<file path="src/rtl/mul20_compressor.sv">
// Purpose : 20x20 unsigned partial-product compressor (3:2 carry-save tree + final add).
// Latency : 1 cycle, from src columns to the dst register.
// Backpressure: none; accepts one operand set per cycle and never stalls.
//
// Ports:
//   clk, rst_n   rising-edge clock, asynchronous active-low reset
//   srcI         bit-column I of the partial-product matrix (weight 2^I);
//                width I+1 for I<20, width 39-I for I>=20
//   dstK         bit K of the registered 40-bit product
module mul20_compressor #(
  parameter int N = 20
) (
  input  logic        clk,
  input  logic        rst_n,
  input  logic [0:0]  src0,
  input  logic [1:0]  src1,
  input  logic [2:0]  src2,
  input  logic [3:0]  src3,
  input  logic [4:0]  src4,
  input  logic [5:0]  src5,
  input  logic [6:0]  src6,
  input  logic [7:0]  src7,
  input  logic [8:0]  src8,
  input  logic [9:0]  src9,
  input  logic [10:0] src10,
  input  logic [11:0] src11,
  input  logic [12:0] src12,
  input  logic [13:0] src13,
  input  logic [14:0] src14,
  input  logic [15:0] src15,
  input  logic [16:0] src16,
  input  logic [17:0] src17,
  input  logic [18:0] src18,
  input  logic [19:0] src19,
  input  logic [18:0] src20,
  input  logic [17:0] src21,
  input  logic [16:0] src22,
  input  logic [15:0] src23,
  input  logic [14:0] src24,
  input  logic [13:0] src25,
  input  logic [12:0] src26,
  input  logic [11:0] src27,
  input  logic [10:0] src28,
  input  logic [9:0]  src29,
  input  logic [8:0]  src30,
  input  logic [7:0]  src31,
  input  logic [6:0]  src32,
  input  logic [5:0]  src33,
  input  logic [4:0]  src34,
  input  logic [3:0]  src35,
  input  logic [2:0]  src36,
  input  logic [1:0]  src37,
  input  logic [0:0]  src38,
  output logic        dst0,  dst1,  dst2,  dst3,  dst4,  dst5,  dst6,  dst7,
  output logic        dst8,  dst9,  dst10, dst11, dst12, dst13, dst14, dst15,
  output logic        dst16, dst17, dst18, dst19, dst20, dst21, dst22, dst23,
  output logic        dst24, dst25, dst26, dst27, dst28, dst29, dst30, dst31,
  output logic        dst32, dst33, dst34, dst35, dst36, dst37, dst38, dst39
);

  localparam int W    = 2 * N;      // product width
  localparam int NCOL = 2 * N - 1;  // number of input columns

  // Number of carry-save rows left after s levels of 3:2 compression.
  // Each group of three rows becomes two; leftover rows pass through.
  function automatic int rows_at(input int s);
    int n;
    n = N;
    for (int k = 0; k < s; k++) n = (n / 3) * 2 + (n % 3);
    return n;
  endfunction

  function automatic int levels_needed();
    int n;
    int s;
    n = N;
    s = 0;
    while (n > 2) begin
      n = (n / 3) * 2 + (n % 3);
      s++;
    end
    return s;
  endfunction

  localparam int NLVL = levels_needed();

  // Columns zero-extended to a common height so they can be transposed into rows.
  logic [N-1:0] w_col [0:NCOL-1];

  assign w_col[0]  = N'(src0);
  assign w_col[1]  = N'(src1);
  assign w_col[2]  = N'(src2);
  assign w_col[3]  = N'(src3);
  assign w_col[4]  = N'(src4);
  assign w_col[5]  = N'(src5);
  assign w_col[6]  = N'(src6);
  assign w_col[7]  = N'(src7);
  assign w_col[8]  = N'(src8);
  assign w_col[9]  = N'(src9);
  assign w_col[10] = N'(src10);
  assign w_col[11] = N'(src11);
  assign w_col[12] = N'(src12);
  assign w_col[13] = N'(src13);
  assign w_col[14] = N'(src14);
  assign w_col[15] = N'(src15);
  assign w_col[16] = N'(src16);
  assign w_col[17] = N'(src17);
  assign w_col[18] = N'(src18);
  assign w_col[19] = N'(src19);
  assign w_col[20] = N'(src20);
  assign w_col[21] = N'(src21);
  assign w_col[22] = N'(src22);
  assign w_col[23] = N'(src23);
  assign w_col[24] = N'(src24);
  assign w_col[25] = N'(src25);
  assign w_col[26] = N'(src26);
  assign w_col[27] = N'(src27);
  assign w_col[28] = N'(src28);
  assign w_col[29] = N'(src29);
  assign w_col[30] = N'(src30);
  assign w_col[31] = N'(src31);
  assign w_col[32] = N'(src32);
  assign w_col[33] = N'(src33);
  assign w_col[34] = N'(src34);
  assign w_col[35] = N'(src35);
  assign w_col[36] = N'(src36);
  assign w_col[37] = N'(src37);
  assign w_col[38] = N'(src38);

  // Level 0 holds the matrix as N rows; level s holds rows_at(s) carry-save rows.
  // Every full adder keeps its sum in column c and pushes its carry to column c+1,
  // which at row granularity is a one-bit left shift of the majority vector.
  for (genvar s = 0; s <= NLVL; s++) begin : g_lvl
    localparam int NOUT = rows_at(s);
    logic [W-1:0] w_rows [0:NOUT-1];

    if (s == 0) begin : g_init
      for (genvar b = 0; b < N; b++) begin : g_row
        for (genvar c = 0; c < W; c++) begin : g_bit
          if (c < NCOL) begin : g_live
            assign w_rows[b][c] = w_col[c][b];
          end else begin : g_pad
            assign w_rows[b][c] = 1'b0;
          end
        end
      end
    end else begin : g_csa
      localparam int NIN = rows_at(s - 1);
      localparam int NGRP = NIN / 3;
      for (genvar k = 0; k < NGRP; k++) begin : g_fa
        assign w_rows[2*k] = g_lvl[s-1].w_rows[3*k]
                           ^ g_lvl[s-1].w_rows[3*k+1]
                           ^ g_lvl[s-1].w_rows[3*k+2];
        // The carry out of the top column is always 0: the full sum is < 2^W.
        assign w_rows[2*k+1] = {(g_lvl[s-1].w_rows[3*k][W-2:0]   & g_lvl[s-1].w_rows[3*k+1][W-2:0])
                              | (g_lvl[s-1].w_rows[3*k][W-2:0]   & g_lvl[s-1].w_rows[3*k+2][W-2:0])
                              | (g_lvl[s-1].w_rows[3*k+1][W-2:0] & g_lvl[s-1].w_rows[3*k+2][W-2:0]),
                                1'b0};
      end
      for (genvar r = 0; r < NIN % 3; r++) begin : g_pass
        assign w_rows[2*NGRP + r] = g_lvl[s-1].w_rows[3*NGRP + r];
      end
    end
  end

  logic [W-1:0] w_sum;
  logic [W-1:0] r_prod;

  assign w_sum = g_lvl[NLVL].w_rows[0] + g_lvl[NLVL].w_rows[1];

  always_ff @(posedge clk or negedge rst_n) begin
    if (!rst_n) r_prod <= '0;
    else        r_prod <= w_sum;
  end

  assign dst0  = r_prod[0];
  assign dst1  = r_prod[1];
  assign dst2  = r_prod[2];
  assign dst3  = r_prod[3];
  assign dst4  = r_prod[4];
  assign dst5  = r_prod[5];
  assign dst6  = r_prod[6];
  assign dst7  = r_prod[7];
  assign dst8  = r_prod[8];
  assign dst9  = r_prod[9];
  assign dst10 = r_prod[10];
  assign dst11 = r_prod[11];
  assign dst12 = r_prod[12];
  assign dst13 = r_prod[13];
  assign dst14 = r_prod[14];
  assign dst15 = r_prod[15];
  assign dst16 = r_prod[16];
  assign dst17 = r_prod[17];
  assign dst18 = r_prod[18];
  assign dst19 = r_prod[19];
  assign dst20 = r_prod[20];
  assign dst21 = r_prod[21];
  assign dst22 = r_prod[22];
  assign dst23 = r_prod[23];
  assign dst24 = r_prod[24];
  assign dst25 = r_prod[25];
  assign dst26 = r_prod[26];
  assign dst27 = r_prod[27];
  assign dst28 = r_prod[28];
  assign dst29 = r_prod[29];
  assign dst30 = r_prod[30];
  assign dst31 = r_prod[31];
  assign dst32 = r_prod[32];
  assign dst33 = r_prod[33];
  assign dst34 = r_prod[34];
  assign dst35 = r_prod[35];
  assign dst36 = r_prod[36];
  assign dst37 = r_prod[37];
  assign dst38 = r_prod[38];
  assign dst39 = r_prod[39];

endmodule

</file>
<file path="config.mk">
export PLATFORM = sky130hd
export DESIGN_NAME = mul20_compressor
export DESIGN_NICKNAME = d
export VERILOG_FILES = /design/src/rtl/mul20_compressor.sv
export SDC_FILE = /design/constraint.sdc
export NUM_CORES = 1
export LEC_CHECK = 0
export ABC_AREA = 1
export BUFFER_PORTS_ARGS = -buffer_cell sky130_fd_sc_hd__buf_2
export CORE_MARGIN = 1
export CORE_UTILIZATION = 32
export DETAILED_ROUTE_END_ITERATION = 8
export SETUP_SLACK_MARGIN = 0.02
export SLEW_MARGIN = 10
export SYNTH_ARGS = -nofsm -noshare
export SYNTH_HDL_FRONTEND = slang
export SYNTH_SLANG_ARGS = --single-unit
</file>
<file path="constraint.sdc">
create_clock -name clk -period 0.8 [get_ports clk]
set_input_delay 0.04 -clock clk [delete_from_list [all_inputs] [get_ports clk]]
set_output_delay 0.04 -clock clk [all_outputs]
set_load 0.005 [all_outputs]
</file>
==> summary.md <==
| Metric | Value |
|---|---|
| FMAX | `217 MHz` |
| Grt ovf | `0` |
| RSZ-0062 raised after global routing | `true` |
| Flops & latches, synth | `40` |
| Final worst-path cycle share | `5.76` |
| Die H | `~200 um` |
| Io pins | `442` |
| Pin count of the biggest net entering global routing | `19` |
| Area grow syn2layout | `39.2%` |
| CP required | `about 1 ns` |
| Slowest stage delay, CP | `roughly 0.57 ns` |
| Layout net count | `2769` |
| GR Util All Layers | `0.163` |
| Hold crit path type | `in2reg` |
| Synth warn | `0` |
| Vias in the first global route | `11400` |
| Crit Path Max Fanout | `4` |
| Port buffer count | `~440` |
| Initial DRC Count | `301` |
| CTS Buffer Depth | `2` |
| Worst Hold Depth | `2` |
| GP Congestion | `0.828` |
| Setup CP Type | `in2reg` |
| Drt first pass iters | `6` |
| CP arrival | `between 4 and 5 ns` |
| Final WL | `between 30 and 40 mm` |
| CTS root buffer | `clkbuf_16` |
| Final worst setup slack | `-3.80 ns` |
| Fill cells | `3846` |
| Post-synth EDFFs | `0` |
| H-Tree Depth | `2` |
| Slew headroom | `0.796` |
| Worst-Margin Slew | `between 0.3 and 0.4 ns` |
| Synth top area share | `0.507` |
| Initial Util | `0.324` |
| Synth cell types | `19` |
| First-pass GRT wire length | `around 54 mm` |
| Cell mode on critical path | `fa_1` |
| Largest area contributor in the netlist | `fa_1` |
| Sequential area share after synthesis | `0.0778` |
| Placed cells | `about 2400` |
| Die X | `around 200 um` |
| Slew Viols, Final | `0` |
| Most area-consuming cells after synthesis | `fa_1, inv_1, ha_1` |
| Reg clk slew, reported paths | `0.07 ns` |
| Seq. cell area | `0.00100 mm2` |
| Min Tclk post-route | `around 4.6 ns` |
| DRT antenna net count | `0` |
| Post-CTS Hold Buffers | `2` |
| Synth async-reset ratio | `1.00` |
| Setup crit start kind | `primary input` |
| Top reg by flops | `r_prod` |
| Detailed placement HPWL | `30.0 mm` |
| Synthesized Nets | `around 2300` |
| Routed WL per cell | `around 13 um` |
| Die ar. | `between 0.04 and 0.05 mm2` |
| Antenna violations before repair | `1` |
| Num Clock Sinks | `40` |
| DRC viols | `0` |
| Hold Crit Start | `src1[1]` |
| Max FFs per register | `40` |
| Status | `finished, violations left` |
| Synthesized area per cell | `approximately 9.2 um2` |
| Max-Cap Viols | `0` |
| Crit. Startpoint | `src19[14]` |
| # rows | `73` |
| TritonCTS clock tree | `yes` |
| Most used DFF post-synth | `dfrtp_1` |
| Violated checks | `hold timing, setup timing` |
| Multi-input logic area | `0.0111 mm2` |
| Fin cells | `~2400` |
| Slowest stage cell, crit path | `fa_1` |
| Critical path endpoint category | `flip-flop` |
| Largest regs | `r_prod: 40 flops` |
| Hold_ws | `-0.0248 ns` |
| Total CTS buffers | `5` |
| Final Hold Vio Count | `1` |
| Via density | `just over 4` |
| Via count | `9990` |
| Share of cells above drive strength 1 | `0.394` |
| Core area | `just under 0.04 mm2` |
| Syn Std Cell Area | `between 0.01 and 0.015 mm2` |
| Setup violations, final | `70` |
| Cells after Synth | `1400` |
| Crit path cell chain | `buf_6 -> fa_1 -> inv_2 -> fa_1 -> fa_1 -> fa_1 -> fa_1 -> fa_1 -> fa_1 -> inv_2 -> ha_4 -> nand2_2 -> inv_2 -> nand2_2 -> nor3_2 -> nand2_1 -> nand2_2 -> nand2_2 -> nand3_2 -> nand2_1` |
==> cell usage after synthesis (all sizes together), types with 2 or more instances <==
cell,n
nand3,27
dfrtp,40
xor2,16
nor3,5
inv,537
a21oi,20
nand2,238
ha,143
nand4,4
fa,326
nor2,39
o21bai,2
==> worst max-delay path: cells and delay by family <==
kind | cells | cell delay, ns
buffers and inverters | 4 | 0.25
adders and majority gates | 8 | 3.81
and+or+nand+nor | 8 | 0.67
==> cells in the final DEF, fill, tap and decap left out, drive strengths merged <==
master,netlist,final
xnor2,1,1
a21o,1,1
inv,537,537
nor3,5,5
ha,143,143
clkbuf,0,8
diode,0,1
fa,326,326
dfrtp,40,40
or2,1,1
a21oi,20,20
nor2,39,39
nand3,27,27
buf,0,489
o21bai,2,2
dlygate4sd3,0,2
nand2,238,238
xor2,16,16
nand4,4,4
==> timing repair <==
item                                    CTS  global route
endpoints found under the hold margin    42             1
gates cloned                              0             0
resized for setup                       125           147
endpoints found under the setup margin   77            77
pin swaps                                63            94
setup buffers                             2             8
==> path summary, 6_finish.rpt <==
path	end	slack, ns
worst max-delay path	r_prod[31]$_DFF_PN0_	-3.80
worst min-delay path	r_prod[1]$_DFF_PN0_	-0.02
max in group asynchronous	r_prod[35]$_DFF_PN0_	0.21
min in group asynchronous	r_prod[1]$_DFF_PN0_	0.19
==> cell families after synthesis <==
family | synth area share
adders and majority gates | 0.646
AOI/OAI and AO/OA | 0.00953
xor gates and xnor gates | 0.0116
and+or+nand+nor | 0.0986
DFF | 0.0778
buffers and inverters | 0.157
==> layer usage <==
| layer | global-route usage | wire length [um] | part of all wire |
|---|---|---|---|
| met5 | 0 | 0 | 0 |
| met4 | 0.0287 | 423 | 0.013 |
| met3 | 0.0180 | 1630 | 0.051 |
| met2 | 0.313 | 17600 | 0.55 |
| met1 | 0.197 | 12200 | 0.38 |
==> stage by stage <==
stage	cell area, um2	worst slack (ns)	utilization	setup TNS (ns)
final	17900	-3.80	0.451	-119.56
after global routing	17900	-4.04	0.451	-126.47
after CTS	17400	-3.84	0.437	-121.19
after detailed placement	16700	-4.19	0.420	-132.43
after global placement	16700	-4.21	0.420	-132.20
after floorplan	13500	-3.78	-	-118.40
==> layout make-up <==
type | count | area share
Sequential cell | 40 | 0.0559
Timing Repair Buffer | 491 | 0.163
Antenna cell | 1 | 0.000140
Multi-Input combinational cell | 823 | 0.622
Tap cell | 525 | 0.0367
Inverter | 537 | 0.115
Clock buffer | 8 | 0.00817
Power is not shown: default switching activity piles up to over one toggle a cycle in this logic, so the estimate is an artifact.
